### src/rtl/led_blinker_pkg.sv
// Shared definitions for the multi-channel LED blinker: channel mode encoding.
package led_blinker_pkg;

    localparam int MODE_W = 2;

    typedef enum logic [MODE_W-1:0] {
        MODE_OFF     = 2'd0,
        MODE_ON      = 2'd1,
        MODE_BLINK   = 2'd2,
        MODE_PATTERN = 2'd3
    } mode_e;

endpackage

### src/rtl/tick_prescaler.sv
// Free-running divider: o_tick is high for one cycle while the count sits at DIV-1.
module tick_prescaler #(
    parameter int DIV = 1000
) (
    input  logic i_clock,
    input  logic i_reset_n,
    output logic o_tick
);

    localparam int CNT_W = (DIV > 1) ? $clog2(DIV) : 1;
    localparam logic [CNT_W-1:0] LAST = CNT_W'(DIV - 1);

    logic [CNT_W-1:0] cnt_q;
    logic [CNT_W-1:0] cnt_d;

    // Next count: wrap to zero after the terminal value.
    always_comb begin
        if (cnt_q == LAST) begin
            cnt_d = {CNT_W{1'b0}};
        end else begin
            cnt_d = cnt_q + CNT_W'(1);
        end
    end

    // Count register.
    always_ff @(posedge i_clock or negedge i_reset_n) begin
        if (!i_reset_n) begin
            cnt_q <= {CNT_W{1'b0}};
        end else begin
            cnt_q <= cnt_d;
        end
    end

    // Decoded straight from the count register so channels act on the same edge.
    assign o_tick = (cnt_q == LAST);

endmodule

### src/rtl/led_blinker_multi.sv
// Multi-channel LED driver: shared base tick, per-channel OFF/ON/BLINK/PATTERN
// sequencing, configured through a single-cycle write port, globally gated.
module led_blinker_multi
    import led_blinker_pkg::*;
#(
    parameter int NUM_CH   = 4,
    parameter int BASE_DIV = 1000,
    parameter int PER_W    = 8,
    parameter int PAT_W    = 8,
    parameter int CH_W     = (NUM_CH > 1) ? $clog2(NUM_CH) : 1
) (
    input  logic              i_clock,
    input  logic              i_reset_n,
    input  logic              i_enable,
    input  logic              i_cfg_valid,
    input  logic [CH_W-1:0]   i_cfg_ch,
    input  logic [MODE_W-1:0] i_cfg_mode,
    input  logic [PER_W-1:0]  i_cfg_period,
    input  logic [PAT_W-1:0]  i_cfg_pattern,
    output logic [NUM_CH-1:0] o_led_drive,
    output logic              o_base_tick
);

    localparam int IDX_W = (PAT_W > 1) ? $clog2(PAT_W) : 1;

    logic              tick_s;
    logic              ch_ok_s;
    logic [NUM_CH-1:0] drive_d;
    logic [NUM_CH-1:0] drive_q;
    logic              base_tick_q;

    tick_prescaler #(
        .DIV (BASE_DIV)
    ) u_prescaler (
        .i_clock   (i_clock),
        .i_reset_n (i_reset_n),
        .o_tick    (tick_s)
    );

    // Selects beyond the channel count (possible with a widened select) are dropped.
    assign ch_ok_s = ({1'b0, i_cfg_ch} < (CH_W + 1)'(NUM_CH));

    for (genvar c = 0; c < NUM_CH; c++) begin : g_ch
        mode_e            mode_q, mode_d;
        logic [PER_W-1:0] per_q, per_d;
        logic [PER_W-1:0] cnt_q, cnt_d;
        logic [PER_W-1:0] last_s;
        logic [PAT_W-1:0] pat_q, pat_d;
        logic [IDX_W-1:0] idx_q, idx_d;
        logic [IDX_W-1:0] idx_inc_s;
        logic             led_q, led_d;
        logic             wr_s;

        assign wr_s      = i_cfg_valid && ch_ok_s && (i_cfg_ch == CH_W'(c));
        assign last_s    = (per_q == {PER_W{1'b0}}) ? {PER_W{1'b0}} : (per_q - PER_W'(1));
        assign idx_inc_s = idx_q + IDX_W'(1);

        // Channel next state; a write in a tick cycle discards that tick here.
        always_comb begin
            mode_d = mode_q;
            per_d  = per_q;
            pat_d  = pat_q;
            cnt_d  = cnt_q;
            idx_d  = idx_q;
            led_d  = led_q;
            if (wr_s) begin
                mode_d = mode_e'(i_cfg_mode);
                per_d  = i_cfg_period;
                pat_d  = i_cfg_pattern;
                cnt_d  = {PER_W{1'b0}};
                idx_d  = {IDX_W{1'b0}};
                case (mode_e'(i_cfg_mode))
                    MODE_OFF:     led_d = 1'b0;
                    MODE_ON:      led_d = 1'b1;
                    MODE_BLINK:   led_d = 1'b1;
                    MODE_PATTERN: led_d = i_cfg_pattern[0];
                    default:      led_d = 1'b0;
                endcase
            end else if (tick_s) begin
                case (mode_q)
                    MODE_OFF: begin
                        led_d = 1'b0;
                        cnt_d = {PER_W{1'b0}};
                        idx_d = {IDX_W{1'b0}};
                    end
                    MODE_ON: begin
                        led_d = 1'b1;
                        cnt_d = {PER_W{1'b0}};
                        idx_d = {IDX_W{1'b0}};
                    end
                    MODE_BLINK: begin
                        if (cnt_q == last_s) begin
                            cnt_d = {PER_W{1'b0}};
                            led_d = ~led_q;
                        end else begin
                            cnt_d = cnt_q + PER_W'(1);
                        end
                    end
                    MODE_PATTERN: begin
                        if (cnt_q == last_s) begin
                            cnt_d = {PER_W{1'b0}};
                            idx_d = idx_inc_s;
                            led_d = pat_q[idx_inc_s];
                        end else begin
                            cnt_d = cnt_q + PER_W'(1);
                        end
                    end
                    default: begin
                        led_d = 1'b0;
                        cnt_d = {PER_W{1'b0}};
                        idx_d = {IDX_W{1'b0}};
                    end
                endcase
            end else begin
                led_d = led_q;
            end
        end

        // Channel state registers.
        always_ff @(posedge i_clock or negedge i_reset_n) begin
            if (!i_reset_n) begin
                mode_q <= MODE_OFF;
                per_q  <= PER_W'(1);
                pat_q  <= {PAT_W{1'b0}};
                cnt_q  <= {PER_W{1'b0}};
                idx_q  <= {IDX_W{1'b0}};
                led_q  <= 1'b0;
            end else begin
                mode_q <= mode_d;
                per_q  <= per_d;
                pat_q  <= pat_d;
                cnt_q  <= cnt_d;
                idx_q  <= idx_d;
                led_q  <= led_d;
            end
        end

        assign drive_d[c] = led_d & i_enable;
    end

    // Output registers: drive follows the LED next-state so writes show after one edge.
    always_ff @(posedge i_clock or negedge i_reset_n) begin
        if (!i_reset_n) begin
            drive_q     <= {NUM_CH{1'b0}};
            base_tick_q <= 1'b0;
        end else begin
            drive_q     <= drive_d;
            base_tick_q <= tick_s;
        end
    end

    assign o_led_drive = drive_q;
    assign o_base_tick = base_tick_q;

endmodule

### config.mk
export PLATFORM = sky130hd
export DESIGN_NAME = led_blinker_multi
export DESIGN_NICKNAME = d
export VERILOG_FILES = /design/src/rtl/led_blinker_pkg.sv /design/src/rtl/tick_prescaler.sv /design/src/rtl/led_blinker_multi.sv
export SDC_FILE = /design/constraint.sdc
export NUM_CORES = 1
export LEC_CHECK = 0
export ABC_AREA = 0
export CORE_AREA = 5 5 118 232
export CTS_BUF_LIST = sky130_fd_sc_hd__clkbuf_8
export CTS_CLUSTER_DIAMETER = 50
export DETAILED_ROUTE_END_ITERATION = 7
export DIE_AREA = 0 0 123 237
export GPL_ROUTABILITY_DRIVEN = 0
export GPL_TIMING_DRIVEN = 0
export HOLD_SLACK_MARGIN = 0.05
export PLACE_DENSITY = 0.49
export SYNTH_ARGS = -nofsm -noshare
export SYNTH_HDL_FRONTEND = slang
export SYNTH_HIERARCHICAL = 1
export SYNTH_SLANG_ARGS = --single-unit
### constraint.sdc
create_clock -name i_clock -period 2.79 [get_ports i_clock]
set_clock_uncertainty 0.1 [all_clocks]
set_input_delay 0.837 -clock i_clock [delete_from_list [all_inputs] [get_ports i_clock]]
set_output_delay 0.837 -clock i_clock [all_outputs]
set_load 0.05 [all_outputs]
* Word level (Yosys, flattened, before mapping)
Index checks and enable logic that the tools add are counted.
** Cells by class
- Reduce and logical (&&, ||, !) cells :: 35
- Equal/unequal tests :: 27
- Bitwise gates (word level) :: 8
- Order comparisons :: 4
- Muxes and demuxes :: 66
- Add/subtract/negate cells :: 13
** Operators with widths (number)
- 8-bit 2-to-1 mux :: 16
- 8-bit one-hot mux with 2 select lines :: 4
- 3-bit 2-to-1 mux :: 12
- 8-bit by 1-bit adder with 8-bit output (second input constant) :: 4
- 8-bit equality test :: 4
- 8-bit logical NOT :: 4
- 8-bit by 1-bit subtractor with 8-bit output (second input constant) :: 4
- 2-bit equality test (second input constant) :: 12
- 3-bit one-hot mux with 2 select lines :: 4
- 1-bit 2-to-1 mux :: 20
- 2-bit OR reduction :: 9
- 3-bit by 4-bit less-than comparator with 1-bit output (second input constant) :: 4
- 1-bit one-hot mux with 4 select lines :: 4
- 3-bit by 1-bit adder with 3-bit output (second input constant) :: 4
- 1-bit binary-select mux with 3-bit select :: 4
- 2-bit by 1-bit equality test with 1-bit output (second input constant) :: 6
- 2-bit logical NOT :: 6
- 3-bit != test (second input constant) :: 4
- 3-bit AND reduction :: 4
- 3-bit nonzero test :: 4
- 10-bit by 1-bit adder with 10-bit output (second input constant) :: 1
- 10-bit equality test (second input constant) :: 1
- 10-bit 2-to-1 mux :: 1
- 2-bit nonzero test :: 4
- 4 further kinds :: 13
** Storage, ports and cells
- Input bits :: 24
- Word-level logic and storage cells :: 180
- Flip-flop bits (word level) :: 135

* Longest topological paths before layout
- Depth in word-level cells :: 8
- Mapped depth :: 12
- Depth with buffers taken out :: 10

* Modules after synthesis
Netlist, hierarchy kept.
** Modules (own cells, without submodules)
- led_blinker_multi :: instances 1, seq. area each 3133.0 µm², area an instance 7499.7 µm², cells each 848
- tick_prescaler :: instances 1, seq. area each 250.2 µm², area an instance 494.2 µm², cells each 44

* Least setup slack after synthesis
Ideal clock, no wire load.
- Path type :: register to register
- From :: register g_ch[3].per_q[0]
- To :: register g_ch[3].cnt_q[3]
- Stages on the path, launching flop included :: 13
- Slack :: -0.070 ns
- Required time :: 2.566 ns
- Arrival :: 2.636 ns
- Cell sequence :: dfstp_2 -> inv_1 -> ha_1 -> buf_2 -> nor3b_1 -> nor4b_1 -> o21a_1 -> o22ai_1 -> a2111oi_4 -> or3_4 -> buf_6 -> nor2_1 -> a211o_1
** On the way
- Word-level cells in the longest chain between the ends :: 7
** RTL lines
- start, declared :: RTL line led_blinker_multi.sv:45 : logic [PER_W-1:0] per_q, per_d;
- start signal, assigned :: RTL line led_blinker_multi.sv:130 : per_q <= per_d;
- 8-bit by 1-bit subtractor with 8-bit output or 8-bit logical NOT (tied branches) :: RTL line led_blinker_multi.sv:55 : assign last_s = (per_q == {PER_W{1'b0}}) ? {PER_W{1'b0}} : (per_q - PER_W'(1));
- 8-bit 2-to-1 mux * :: RTL line led_blinker_multi.sv:55
- 8-bit equality test * :: RTL line led_blinker_multi.sv:92, led_blinker_multi.sv:100
- 8-bit 2-to-1 mux * :: RTL line led_blinker_multi.sv:92, led_blinker_multi.sv:100
- 8-bit one-hot mux with 2 select lines * :: RTL line led_blinker_multi.sv:80 : case (mode_q)
- 8-bit 2-to-1 mux * :: RTL line led_blinker_multi.sv:79 : end else if (tick_s) begin
- 8-bit 2-to-1 mux * :: RTL line led_blinker_multi.sv:66 : if (wr_s) begin
- end signal, assigned :: RTL line led_blinker_multi.sv:125 : cnt_q <= {PER_W{1'b0}};
- end signal, assigned :: RTL line led_blinker_multi.sv:132 : cnt_q <= cnt_d;
- end, declared :: RTL line led_blinker_multi.sv:46 : logic [PER_W-1:0] cnt_q, cnt_d;
Mark *: on every way between the ends. The rest lies on a longest branch, timed or not. The select of a mux whose other input is x is not followed.
A chain may end at the register's enable or synchronous reset.

* Worst setup path in the final report
- From :: register g_ch[1].per_q[3]
- To :: register g_ch[1].idx_q[2]
** On the way
- Word-level cells in the longest chain between the ends :: 5
** RTL lines
- start, declared :: RTL line led_blinker_multi.sv:45
- start signal, assigned :: RTL line led_blinker_multi.sv:130
- 8-bit by 1-bit subtractor with 8-bit output or 8-bit logical NOT (tied branches) :: RTL line led_blinker_multi.sv:55
- 8-bit 2-to-1 mux * :: RTL line led_blinker_multi.sv:55
- 8-bit equality test * :: RTL line led_blinker_multi.sv:100 : if (cnt_q == last_s) begin
- 3-bit != test (no line) *
- 3-bit AND reduction (no line) *
- end signal, assigned :: RTL line led_blinker_multi.sv:126 : idx_q <= {IDX_W{1'b0}};
- end signal, assigned :: RTL line led_blinker_multi.sv:133 : idx_q <= idx_d;
- end, declared :: RTL line led_blinker_multi.sv:49 : logic [IDX_W-1:0] idx_q, idx_d;
Mark *: on every way between the ends. The rest lies on a longest branch, timed or not.

==> reports/qor.txt <==
Share of layout cells above drive strength 1 - 22.2%
Fin area - 0.00990 mm²
Crit-path slowest cell - or4_4
Cell Chain, Critical Path - buf_6 -> or4_4 -> nor4_4 -> mux2i_2 -> xnor2_2 -> nor4_4 -> buf_4 -> nand3_1 -> mux2_4 -> a21oi_2
Most used cell along the critical path - nor4_4
Worst setup SP type - register
Worst Tran Pin Value - 663 ps
Ys Warns - 6
Period Utilization, post-route - 101%
Clock tree buffer depth - 2
Chip Width - 123 µm
I/O Buffers - 27
Area growth from synthesis to layout - 23.9%
Fin. max-slew vios - 0
Average vias per placed instance - 5.08
Crit end category - register
Num CTS Buffers - 17
WS Path Type - register to register
Post-layout util - 38.9%
Nets - 1014
Worst EP required - 3080 ps
Largest cells by area after synthesis - dfrtp_1 41%, nand2_1 11%, o21ai_0 2.5%
Clock root cell - clkbuf_8
LEAKAGE - 4.31 nW
Unrepaired setup endpoints after global routing - true
Post-Layout Cell Count - 1328
Compound-gate portion of the synthesized area - 13.1%
Mapped Nets - 931
Post-synth top cells - 241 x nand2_1, 131 x dfrtp_1, 47 x nor2_1
Hold Vio Cnt, Final - 0
Row count - 83
Hold Crit Class - primary input to async pin
Detail Route Antenna Nets - 0
Die Footprint - 0.0292 mm²
Worst-path clk slew - 80 ps
Syn_area_per_cell - 8.96 µm²
Pin count of the biggest net entering global routing - 81
Simple-Gate Fraction of Synth Area - 28.5%
Post-Synth XOR/XNOR Area - 4.91%
Seq/Total Area, Yosys - 42.3%
Core ar. - 0.0254 mm²
Fmax - 353 MHz
Gr ovfl total - 0
Global-route wire length before repair - 35.1 mm
Slew margin rel. - 55.6%
Status - finished with violations
Chip height - 237 µm
Failing checks - setup timing
Peak VDD IR - 0.000282 V
GR Util All Layers - 15.4%
Clock Sinks - 135
Mux cell area share after synthesis - 4.60%
I/O pins - 29
Synth top area share - 41.0%
Dpl cells - 1260
Flip-flop and latch count after synthesis - 135
Number of synthesized flops with an enable pin - 0
Setup TNS Final - -81.9 ps
FFs w/ async S/R, synth - 100%
Adder-Cell Fraction of Synth Area - 2.35%
Clock latency on the worst-skew pair - 460 ps
Tmin final - 2830 ps
Count of different cell masters after synthesis - 82
Max-cap violations - 0
Hold_ws - 252 ps
CTS tree - done
Reg2Reg Depth - 10
Crit-path max FO - 4
Largest family of logic cells by synthesized area - simple AND/OR/NAND/NOR gates
Placed Area - 0.00872 mm²
Largest stage delay, worst path - 530 ps
Place WS - -685 ps
Ys flop type - dfrtp_1
Wire length per cell - 16.6 µm
Post-DP HPWL - 14.6 mm
Drt first pass iters - 5
Yosys top cell by area - dfrtp_1
Iter 0 DRT Violations - 456
Total Power - 5.77 mW
Pwr Density - 582 mW/mm²
Antenna violations before repair - 0
DRC - 0
CTS H-tree depth - 4
Vias in the first global route - 6579
Syn Std Cell Area - 0.00799 mm²
Final worst slack - -39.9 ps
Diodes inserted - 0
Most frequent cell after synthesis - nand2_1
Post-Route WL - 22.0 mm
Starting density of the core - 31.4%
Vias after detailed routing - 6751
Cells after synthesis - 892
Setup violators final - 4
CP arrival - 3120 ps
## routing by layer
metal,vias to the layer above,track usage [%],share of wire (%)
met5,-,0,0
met4,0,4.61,1.6
met3,26,2.65,3.1
met2,104,24.4,49
met1,3353,21.4,46
li1,3268,-,-
## report_power, final
part / total [mW] / switching [mW] / internal (mW)
logic: 1.59 / 0.836 / 0.755
clock network: 1.76 / 0.848 / 0.912
registers: 2.41 / 0.233 / 2.18
total: 5.77 / 1.92 / 3.85
## flip-flops by register name, summed over array words and instances (netlist names)
signal             cells
g_ch.pat_q            32
u_prescaler/cnt_q     10
g_ch.mode_q            8
o_base_tick            1
g_ch.per_q            32
g_ch.cnt_q            32
g_ch.idx_q            12
g_ch.led_q             4
o_led_drive            4
## path summary, 6_finish.rpt
path	startpoint	endpoint	slack, ps
worst min register to register	g_ch[1].pat_q[3]	g_ch[1].pat_q[3]	380
max in group asynchronous	i_reset_n	g_ch[0].per_q[0]	1480
worst max-delay path	g_ch[1].per_q[3]	g_ch[1].idx_q[2]	-40
worst max register to register	g_ch[1].per_q[3]	g_ch[1].idx_q[2]	-40
min in group i_clock	g_ch[1].pat_q[3]	g_ch[1].pat_q[3]	380
worst min-delay path	i_reset_n	g_ch[3].cnt_q[7]	250
## layout by cell type (no fill, tap or decap), drive strengths merged, types with 5 or more instances in the layout
cell and count:
nand2 242, dfrtp 131, nor2 54, buf 48, clkbuf 46, o21ai 43
nand3 34, a21oi 31, clkdlybuf4s50 27, inv 24, xnor2 23, xor2 21
nor3 20, a31oi 19, and3 15, ha 15, nor3b 15, mux2i 12
nor4 12, or3 10, nand2b 9, mux4 8, nand3b 7, or2 7
a21o 7, a21boi 7, o21a 6, mux2 6, a22o 6, clkinv 6
and2 5, nor4b 5
## critical path: cells and delay by family (launching register included)
kind / cells / cell delay, ps
buffers and inverters: 2 / 300
AO/OA/AOI/OAI: 1 / 110
XOR/XNOR: 1 / 120
multiplexers: 2 / 650
flip-flops: 1 / 380
AND/OR/NAND/NOR: 4 / 1110
## timing repair
| action | CTS | global route |
|---|---|---|
| gates cloned | 2 | 0 |
| buffers inserted | 16 | 22 |
| resized for setup | 53 | 65 |
| pin swaps | 21 | 37 |
| hold buffers | 0 | 0 |
| endpoints found under the setup margin | 52 | 64 |
## logic make-up after synthesis
| logic type | after synthesis |
|---|---|
| compound gates | 156 |
| xor+xnor | 44 |
| fa+ha+maj | 15 |
| buf+inv | 63 |
| flops | 135 |
| mux | 26 |
| simple gates | 453 |
## final cells by class
type	count	area, µm²
Fill cell	2563	15500
Multi-Input combinational cell	695	4770
Clock inverter	14	174
Inverter	23	98.8
Timing Repair Buffer	66	592
Sequential cell	135	3390
Tap cell	340	425
Clock buffer	18	248
Buffer	37	211
Power figures use the tool's default switching activity.
